## src/rtl/edge_delay_meter.sv

```systemverilog
// Edge-to-edge delay meter.
// Measures, in clk cycles, the time from a rising edge on SignalIn to the next
// rising edge on SignalOut. Both inputs are asynchronous. Each one passes through
// an identical synchronizer and edge detector, so their latencies cancel out.
//
// state    | meaning
// ---------+------------------------------------------------------------
// IDLE     | waiting for Arm or Continuous
// ARMED    | waiting for a start edge (synchronized SignalIn rise)
// COUNTING | counting cycles until a stop edge or TIMEOUT
// DONE     | one-cycle result slot, then re-arm (Continuous) or idle
module edge_delay_meter #(
   parameter int COUNT_WIDTH = 8,
   parameter int TIMEOUT     = 255,
   parameter int SYNC_STAGES = 2
) (
   input  logic                   clk,
   input  logic                   rst,
   input  logic                   SignalIn,
   input  logic                   SignalOut,
   input  logic                   Arm,
   input  logic                   Continuous,
   output logic                   Busy,
   output logic [COUNT_WIDTH-1:0] DelayCount,
   output logic                   Valid,
   output logic                   Timeout
);

   typedef enum logic [1:0] {IDLE, ARMED, COUNTING, DONE} state_t;

   localparam logic [COUNT_WIDTH:0] TIMEOUT_W = (COUNT_WIDTH+1)'(TIMEOUT);

   logic [SYNC_STAGES-1:0] in_sync_q;
   logic [SYNC_STAGES-1:0] out_sync_q;
   logic                   in_prev_q;
   logic                   out_prev_q;
   // prime_q[k] is set once stage k holds a real post-reset sample. The last bit
   // covers the prev flop, so a level that is already high at reset release does
   // not look like a rising edge.
   logic [SYNC_STAGES:0]   prime_q;
   logic                   start_edge;
   logic                   stop_edge;

   state_t                 state_q;
   logic [COUNT_WIDTH-1:0] cnt_q;
   logic [COUNT_WIDTH:0]   cnt_inc;

   // Synchronizer chains, previous-value flops for edge detection, and priming
   always_ff @(posedge clk or posedge rst) begin
      if (rst) begin
         in_sync_q  <= '0;
         out_sync_q <= '0;
         in_prev_q  <= 1'b0;
         out_prev_q <= 1'b0;
         prime_q    <= '0;
      end else begin
         in_sync_q  <= {in_sync_q[SYNC_STAGES-2:0], SignalIn};
         out_sync_q <= {out_sync_q[SYNC_STAGES-2:0], SignalOut};
         in_prev_q  <= in_sync_q[SYNC_STAGES-1];
         out_prev_q <= out_sync_q[SYNC_STAGES-1];
         prime_q    <= {prime_q[SYNC_STAGES-1:0], 1'b1};
      end
   end

   assign start_edge = in_sync_q[SYNC_STAGES-1]  & ~in_prev_q  & prime_q[SYNC_STAGES];
   assign stop_edge  = out_sync_q[SYNC_STAGES-1] & ~out_prev_q & prime_q[SYNC_STAGES];

   // The extra bit keeps the TIMEOUT compare exact when TIMEOUT is the counter's maximum value
   assign cnt_inc = {1'b0, cnt_q} + 1'b1;

   // Measurement FSM with registered Busy/Valid/Timeout/DelayCount
   always_ff @(posedge clk or posedge rst) begin
      if (rst) begin
         state_q    <= IDLE;
         cnt_q      <= '0;
         DelayCount <= '0;
         Valid      <= 1'b0;
         Timeout    <= 1'b0;
         Busy       <= 1'b0;
      end else begin
         Valid   <= 1'b0;
         Timeout <= 1'b0;
         case (state_q)
            IDLE: begin
               if (Arm || Continuous) begin
                  state_q <= ARMED;
                  Busy    <= 1'b1;
               end
            end
            ARMED: begin
               if (start_edge) begin
                  cnt_q <= '0;
                  if (stop_edge) begin
                     DelayCount <= '0;
                     Valid      <= 1'b1;
                     Busy       <= 1'b0;
                     state_q    <= DONE;
                  end else begin
                     state_q    <= COUNTING;
                  end
               end
            end
            COUNTING: begin
               cnt_q <= cnt_inc[COUNT_WIDTH-1:0];
               if (stop_edge) begin
                  DelayCount <= cnt_inc[COUNT_WIDTH-1:0];
                  Valid      <= 1'b1;
                  Busy       <= 1'b0;
                  state_q    <= DONE;
               end else if (cnt_inc == TIMEOUT_W) begin
                  Timeout    <= 1'b1;
                  Busy       <= 1'b0;
                  state_q    <= DONE;
               end
            end
            DONE: begin
               if (Continuous) begin
                  state_q <= ARMED;
                  Busy    <= 1'b1;
               end else begin
                  state_q <= IDLE;
               end
            end
            default: begin
               state_q <= IDLE;
               Busy    <= 1'b0;
            end
         endcase
      end
   end

endmodule

```

## config.mk

```make
export PLATFORM = sky130hd
export DESIGN_NAME = edge_delay_meter
export DESIGN_NICKNAME = d
export VERILOG_FILES = /design/src/rtl/edge_delay_meter.sv
export SDC_FILE = /design/constraint.sdc
export NUM_CORES = 1
export LEC_CHECK = 0
export BUFFER_PORTS_ARGS = -buffer_cell sky130_fd_sc_hd__buf_2
export CAP_MARGIN = 20
export CORE_ASPECT_RATIO = 0.6
export CORE_MARGIN = 3
export CORE_UTILIZATION = 50
export DETAILED_ROUTE_END_ITERATION = 10
export PLACE_DENSITY_LB_ADDON = 0.1
export SETUP_SLACK_MARGIN = 0.15
export SYNTH_ARGS = -nofsm -noshare
export SYNTH_HDL_FRONTEND = slang
export SYNTH_SLANG_ARGS = --single-unit
```

## constraint.sdc

```tcl
create_clock -name clk -period 1.9 [get_ports clk]
set_clock_uncertainty 0.15 [all_clocks]
set_input_delay 0.19 -clock clk [delete_from_list [all_inputs] [get_ports clk]]
set_output_delay 0.19 -clock clk [all_outputs]
set_load 0.1 [all_outputs]
```

==> results of run 1 <==
report_power, final:
group          switching [uW]  total (uW)  internal (uW)  leakage, uW
combinational             789        1380            586     0.000450
sequential               66.5         787            721     0.000387
clock                     220         511            292    0.0000482
total                    1080        2670           1600     0.000885
registers in the layout (all words and copies together) (netlist names), 2 cells and up:
signal	flops
out_sync_q	2
cnt_q	8
state_q	2
prime_q	3
DelayCount	8
in_sync_q	2
through the flow:
| stage | std cells | setup slack [ps] |
|---|---|---|
| floorplan | 131 | 156.4 |
| global placement | 179 | 15.36 |
| detailed placement | 179 | 9.189 |
| CTS | 199 | 146.0 |
| global route | 204 | 57.54 |
| finish | 204 | 126.7 |
layout make-up:
cell class                      instances  area share [%]
Tap cell                               32           2.096
Clock buffer                            7           4.519
Sequential cell                        30           39.42
Multi-Input combinational cell         92           40.08
Clock inverter                          1          0.2620
Timing Repair Buffer                   35           12.25
Inverter                                7           1.375
timing repair:
action                                 4_1_cts  5_1_grt
endpoints found under the hold margin       32        0
gates resized for setup                      9       26
buffers inserted                             9        4
setup endpoints to repair                   14       16
hold buffers                                 3        0
pin swaps                                    4        5
cloned                                       0        1
path summary, 6_finish.rpt:
| check | from | end | slack, ps | cells after the start |
|---|---|---|---|---|
| max in group asynchronous | rst | cnt_q[2] | 940 | 4 |
| setup / recovery | cnt_q[0] | state_q[1] | 130 | 7 |
| hold / removal | Continuous | Busy | 200 | 3 |
| hold reg to reg | out_sync_q[0] | out_sync_q[1] | 200 | 0 |
| min in group asynchronous | rst | in_sync_q[0] | 370 | 4 |
| setup reg to reg | cnt_q[0] | state_q[1] | 130 | 7 |
layer usage:
layer	vias up	track usage (%)	wire length, um
li1	527	-	-
met1	538	25.75	1427
met2	34	26.94	1486
met3	4	5.882	192
met4	0	4.332	29
met5	-	0	0
cell usage in the layout (no fill, tap or decap), drive strengths merged, types with 2 or more instances in the layout:
| cell | instances |
|---|---|
| ha | 7 |
| o31ai | 5 |
| dfrtp | 30 |
| nand3 | 3 |
| o21ai | 18 |
| dlygate4sd3 | 3 |
| xor2 | 2 |
| xnor2 | 3 |
| nand2 | 21 |
| and2 | 3 |
| a21oi | 3 |
| nor2 | 6 |
| and3 | 2 |
| clkbuf | 7 |
| nor3 | 2 |
| buf | 32 |
| inv | 7 |
| or2 | 2 |
| nand3b | 2 |
| nand2b | 2 |
worst register-to-register path, cell delays in order, from the launching register on:
cell,delay (ps)
sky130_fd_sc_hd__dfrtp_2,450
sky130_fd_sc_hd__inv_2,90
sky130_fd_sc_hd__ha_4,140
sky130_fd_sc_hd__nand3_4,80
sky130_fd_sc_hd__nor3_4,200
sky130_fd_sc_hd__and2_4,180
sky130_fd_sc_hd__o21ai_4,50
sky130_fd_sc_hd__mux2_4,310
logic make-up (layout without fill, tap and decap cells):
group	Yosys count	in the layout	synth area share [%]
AND/OR/NAND/NOR	44	44	15.36
AO/OA/AOI/OAI	32	33	15.09
flip-flops	30	30	54.55
buffers and inverters	10	50	2.818
adder cells (fa/ha/maj)	7	7	6.363
XOR/XNOR	5	5	3.728
multiplexers	2	2	1.818
other	1	1	0.2725
==> results.txt, run 1 <==
----------------------------------------------------
[Power and ir drop]
  Peak supply drop ... 0.8631 mV
  PnR Total Power ... approximately 2700 uW
  Pwr dens ... 1400 mW/mm^2
  Leakage power ... 0.0008854 uW

[Finish]
  Final antenna diode count ... 0
  Final std cell area, no fill ... ~0.0019 sq mm
  Share of post-route cells with drive strength above 1 ... 40.70%
  Utilization after layout ... between 70% and 80%
  Area grow syn2layout ... 38.82%
  Area taken by flip-flops and latches ... 753.2 sq um
  Number of nets in the final layout ... 184
  Fill cell total of the finished layout ... 182
  Multi-input logic area ... 765.7 sq um

[Global routing]
  Vias in the first global route ... ~950
  Maximum number of pins on one net before global-route repair ... 31
  Initial antenna violation count ... 0
  Global-route wire length before repair ... 4.505 mm
  All-Layer GR Usage ... 18.15%
  Congestion Overflow GR ... 0

[Clock network]
  Clock tree from TritonCTS ... done
  Clock latency on the worst-skew pair ... around 270 ps
  CTS Root Cell ... sky130_fd_sc_hd__clkbuf_8
  Clock transition at the registers of the reported paths ... ~60 ps
  CTS Buf Count ... 5
  Number of clock sinks ... 30
  Maximum clock path buffer count ... 2
  Number of levels the H-tree was split into ... 2

[Routing]
  Post-DRT Antenna Nets ... 0
  Routed wire per std cell ... 15.37 um
  Via/cell ratio ... 5.407
  Via count ... 1103
  Overall routed net length ... between 3 and 4 mm
  Initial DRC Count ... 42
  Remaining routing DRC violations ... 0
  First-pass detailed-route iteration total ... 4

[Run status]
  Status ... completed

[Placement]
  Port bufs ... 16
  Routability Congestion ... 0.8365
  Hpwl dp ... 1.796 mm
  Area post-placement ... 0.001520 sq mm

[Synthesis]
  Sequential area share after synthesis ... between 50% and 60%
  Most instantiated cells after synthesis ... 30 x sky130_fd_sc_hd__dfrtp_1, 21 x sky130_fd_sc_hd__nand2_1, 12 x sky130_fd_sc_hd__o21ai_0
  Number of synthesized flops with an enable pin ... 0
  Yosys top cell by area ... sky130_fd_sc_hd__dfrtp_1
  Most numerous cell in the Yosys netlist ... sky130_fd_sc_hd__dfrtp_1
  Predominant post-synthesis flop cell ... sky130_fd_sc_hd__dfrtp_1
  Fraction of synthesis flops using an asynchronous set or reset pin ... 100.0%
  Flip-flop and latch count after synthesis ... 30
  Number of warning messages in the yosys log ... 0
  Syn Nets ... 144
  Netlist Area Pre-Place ... 0.001376 sq mm
  Leading cell types by total area after synthesis ... sky130_fd_sc_hd__dfrtp_1 55%, sky130_fd_sc_hd__ha_1 6.4%, sky130_fd_sc_hd__nand2_1 5.7%
  Area share of the largest cell type after synthesis ... 54.55%
  Yosys cell types ... 36
  Synthesized instance count ... 131
  Average footprint of a synthesized cell ... 10.51 sq um

[Critical path]
  Worst-path cell chain ... inv_2 -> ha_4 -> nand3_4 -> nor3_4 -> and2_4 -> o21ai_4 -> mux2_4
  Worst stage delay on the critical path ... 450 ps
  Critical path required time ... 1900 ps
  Type of the setup path with the least slack ... reg -> reg
  Crit Path Max Fanout ... 5
  Critical Path End Type ... flip-flop
  CP startpoint kind ... flip-flop
  Endpoint arrival time on the critical path ... 1780 ps
  Library cell contributing the largest single delay on the critical path ... sky130_fd_sc_hd__dfrtp_2
  Worst path buffer plus inverter count ... 1
  Top Family by Delay on Critical Path ... simple AND/OR/NAND/NOR gates

[Min path]
  Min-Delay Path Class ... in -> reg

[Floorplan]
  Area of the core ... 0.002557 sq mm
  Width of the die ... 73.73 um
  Starting density of the core ... 53.82%
  Die ar. ... 0.003439 sq mm
  Row cnt ... 14
  Die H ... 46.64 um
  Number of primary I/O pins ... 17

[Timing]
  Upper clock frequency limit ... 0.5639 GHz
  Portion of the clock cycle consumed by the worst path in the final layout ... 93.33%
  Slew Viols, Final ... 0
  Worst hold slack ... roughly 200 ps
  Final min period ... 1773 ps
  RSZ-0062 raised after global routing ... true
  Number of hold violations in the final report ... 0
  Endpoints failing setup ... 0
  Setup TNS after final layout ... 0 ps

[Run]
  Max-cap viol count ... 0

----------------------------------------------------
(Power assumes the default switching activity.)
==> inputs of run 2 (changes only) <==
BUFFER_PORTS_ARGS = -buffer_cell sky130_fd_sc_hd__buf_4   (was -buffer_cell sky130_fd_sc_hd__buf_2)
SLEW_MARGIN = 20   (was default)
==> results.txt, run 2 (synthesis gave the netlist of run 1 again) <==
----------------------------------------------------
[Run status]
  Status ... completed

[Routing]
  Post-DRT Antenna Nets ... 0 (unchanged)
  Initial DRC Count ... 40 (-4.8%)
  Routed wire per std cell ... 15.48 um (+0.75%)
  Remaining routing DRC violations ... 0 (unchanged)
  First-pass detailed-route iteration total ... 4 (unchanged)
  Via count ... 1075 (-2.5%)
  Via/cell ratio ... 5.457 (+0.92%)
  Overall routed net length ... 3.050 mm (-2.7%)

[Min path]
  Min-Delay Path Class ... reg -> reg

[Finish]
  Fill cell total of the finished layout ... 188 (+3.3%)
  Share of post-route cells with drive strength above 1 ... 35.76% (-4.9 points)
  Final std cell area, no fill ... 0.001886 sq mm (-1.3%)
  Highest-count cells in the layout ignoring fill and taps ... 29 x sky130_fd_sc_hd__dfrtp_1, 25 x sky130_fd_sc_hd__buf_4, 21 x sky130_fd_sc_hd__nand2_1
  Area grow syn2layout ... 37.00%
  Final antenna diode count ... 0 (unchanged)
  Number of nets in the final layout ... 177 (-3.8%)
  Most common cell after layout, fill and taps aside ... sky130_fd_sc_hd__dfrtp_1
  Largest registers ... DelayCount: 8 flops, cnt_q: 8 flops, prime_q: 3 flops
  Count of placed standard cells in the final layout, fillers left out ... 197 (-3.4%)

[Placement]
  Hpwl dp ... 1.903 mm (+6.0%)
  Area post-placement ... 0.001560 sq mm (+2.6%)
  Port bufs ... 16 (unchanged)
  Placed Cells ... 179 (unchanged)
  Routability Congestion ... 0.8411 (+0.55%)
  Dpl ws ... -0.2373 ps (-9.426 ps)

[Global routing]
  Vias in the first global route ... 955 (+1.1%)
  Global-route wire length before repair ... 4.491 mm (-0.31%)
  All-Layer GR Usage ... 18.69% (+0.54 points)
  Maximum number of pins on one net before global-route repair ... 31 (unchanged)
  Congestion Overflow GR ... 0 (unchanged)
  Initial antenna violation count ... 0 (unchanged)

[Floorplan]
  Number of primary I/O pins ... 17 (unchanged)
  Die ar. ... 0.003439 sq mm (unchanged)
  Area of the core ... 0.002557 sq mm (unchanged)
  Width of the die ... 73.73 um (unchanged)
  Starting density of the core ... 53.82% (unchanged)
  Die H ... 46.64 um (unchanged)
  Row cnt ... 14 (unchanged)

[Clock network]
  CTS Buf Count ... 5 (unchanged)
  Number of levels the H-tree was split into ... 2 (unchanged)
  Clock transition at the registers of the reported paths ... 70 ps (about the same)
  Maximum clock path buffer count ... 2 (unchanged)
  CTS Root Cell ... sky130_fd_sc_hd__clkbuf_8
  Clock latency on the worst-skew pair ... 280 ps (about the same)
  Number of clock sinks ... 30 (unchanged)
  Clock tree from TritonCTS ... done

[Timing]
  RSZ-0062 raised after global routing ... true
  Number of hold violations in the final report ... 0 (unchanged)
  Final min period ... 1798 ps (+25.21 ps)
  Slew Viols, Final ... 0 (unchanged)
  Upper clock frequency limit ... 0.5560 GHz (-1.4%)
  Minimum setup slack in the final design ... 101.5 ps (-25.21 ps)
  Endpoints failing setup ... 0 (unchanged)
  Portion of the clock cycle consumed by the worst path in the final layout ... 94.66% (+1.3 points)
  Worst hold slack ... 198.9 ps (-0.5760 ps)

[Critical path]
  Crit Path Max Fanout ... 3 (-2)
  Critical Path End Type ... flip-flop
  Critical path required time ... 1920 ps (+20 ps)
  CP startpoint kind ... flip-flop
  Type of the setup path with the least slack ... reg -> reg
  Endpoint arrival time on the critical path ... 1810 ps (+30 ps)

[Power and ir drop]
  PnR Total Power ... 2667 uW (-0.27%)
  Pwr dens ... 1414 mW/mm^2 (+1.0%)
  Peak supply drop ... 0.7276 mV (-16%)
  Leakage power ... 0.0008650 uW (-2.3%)

[Run]
  Max-cap viol count ... 0 (unchanged)

----------------------------------------------------
[run 2: worst paths after layout]
kind	from	end	slack [ps]	depth (start not counted)
worst max-delay path	cnt_q[1]	state_q[1]	100	7
worst min-delay path	in_sync_q[0]	in_sync_q[1]	200	0
worst max register to register	cnt_q[1]	state_q[1]	100	7
worst min register to register	in_sync_q[0]	in_sync_q[1]	200	0
max in group asynchronous	rst	cnt_q[0]	940	4
min in group asynchronous	rst	cnt_q[3]	380	4
[run 2: layer usage]
layer | routed length (um) | track usage (%) | vias up
li1 | - | - | 514
met1 | 1431 | 24.32 | 524
met2 | 1426 | 27.64 | 30
met3 | 140 | 6.536 | 7
met4 | 52 | 9.747 | 0
met5 | 0 | 0 | -
[run 2: report_power, final]
| group | switching [uW] | internal [uW] | total [uW] |
|---|---|---|---|
| combinational | 738 | 515 | 1250 |
| sequential | 67.1 | 721 | 788 |
| clock | 241 | 385 | 626 |
| total | 1050 | 1620 | 2670 |
[run 2: final cells by class]
type / count / area, sq um / share of cell area [%]
Tap cell: 32 / 40.04 / 2.123
Timing Repair Buffer: 29 / 229.0 / 12.14
Multi-Input combinational cell: 91 / 729.5 / 38.69
Inverter: 7 / 26.28 / 1.393
Clock buffer: 5 / 68.82 / 3.650
Clock inverter: 3 / 40.04 / 2.123
Sequential cell: 30 / 752.0 / 39.88
[run 2: through the flow]
stage	TNS (ps)	util, %
5_1_grt	0	73.73
3_3_place_gp	0	61.01
3_5_place_dp	-0.2373	61.01
6_report	0	73.73
2_1_floorplan	0	-
4_1_cts	0	68.49
[run 2: critical path: stages, from the launching register on]
cell and delay, ps:
sky130_fd_sc_hd__dfrtp_1 430, sky130_fd_sc_hd__buf_6 140, sky130_fd_sc_hd__ha_4 130, sky130_fd_sc_hd__nand3_4 70, sky130_fd_sc_hd__nor3_4 200, sky130_fd_sc_hd__and2_4 180
sky130_fd_sc_hd__o21ai_4 60, sky130_fd_sc_hd__mux2_4 300
[run 2: repair_timing]
item                                   CTS  global route
resized for setup                        5            22
setup endpoints to repair               15            16
buffers inserted                         3             4
pin swaps                                1             4
hold buffers                             3             0
endpoints found under the hold margin   32             0
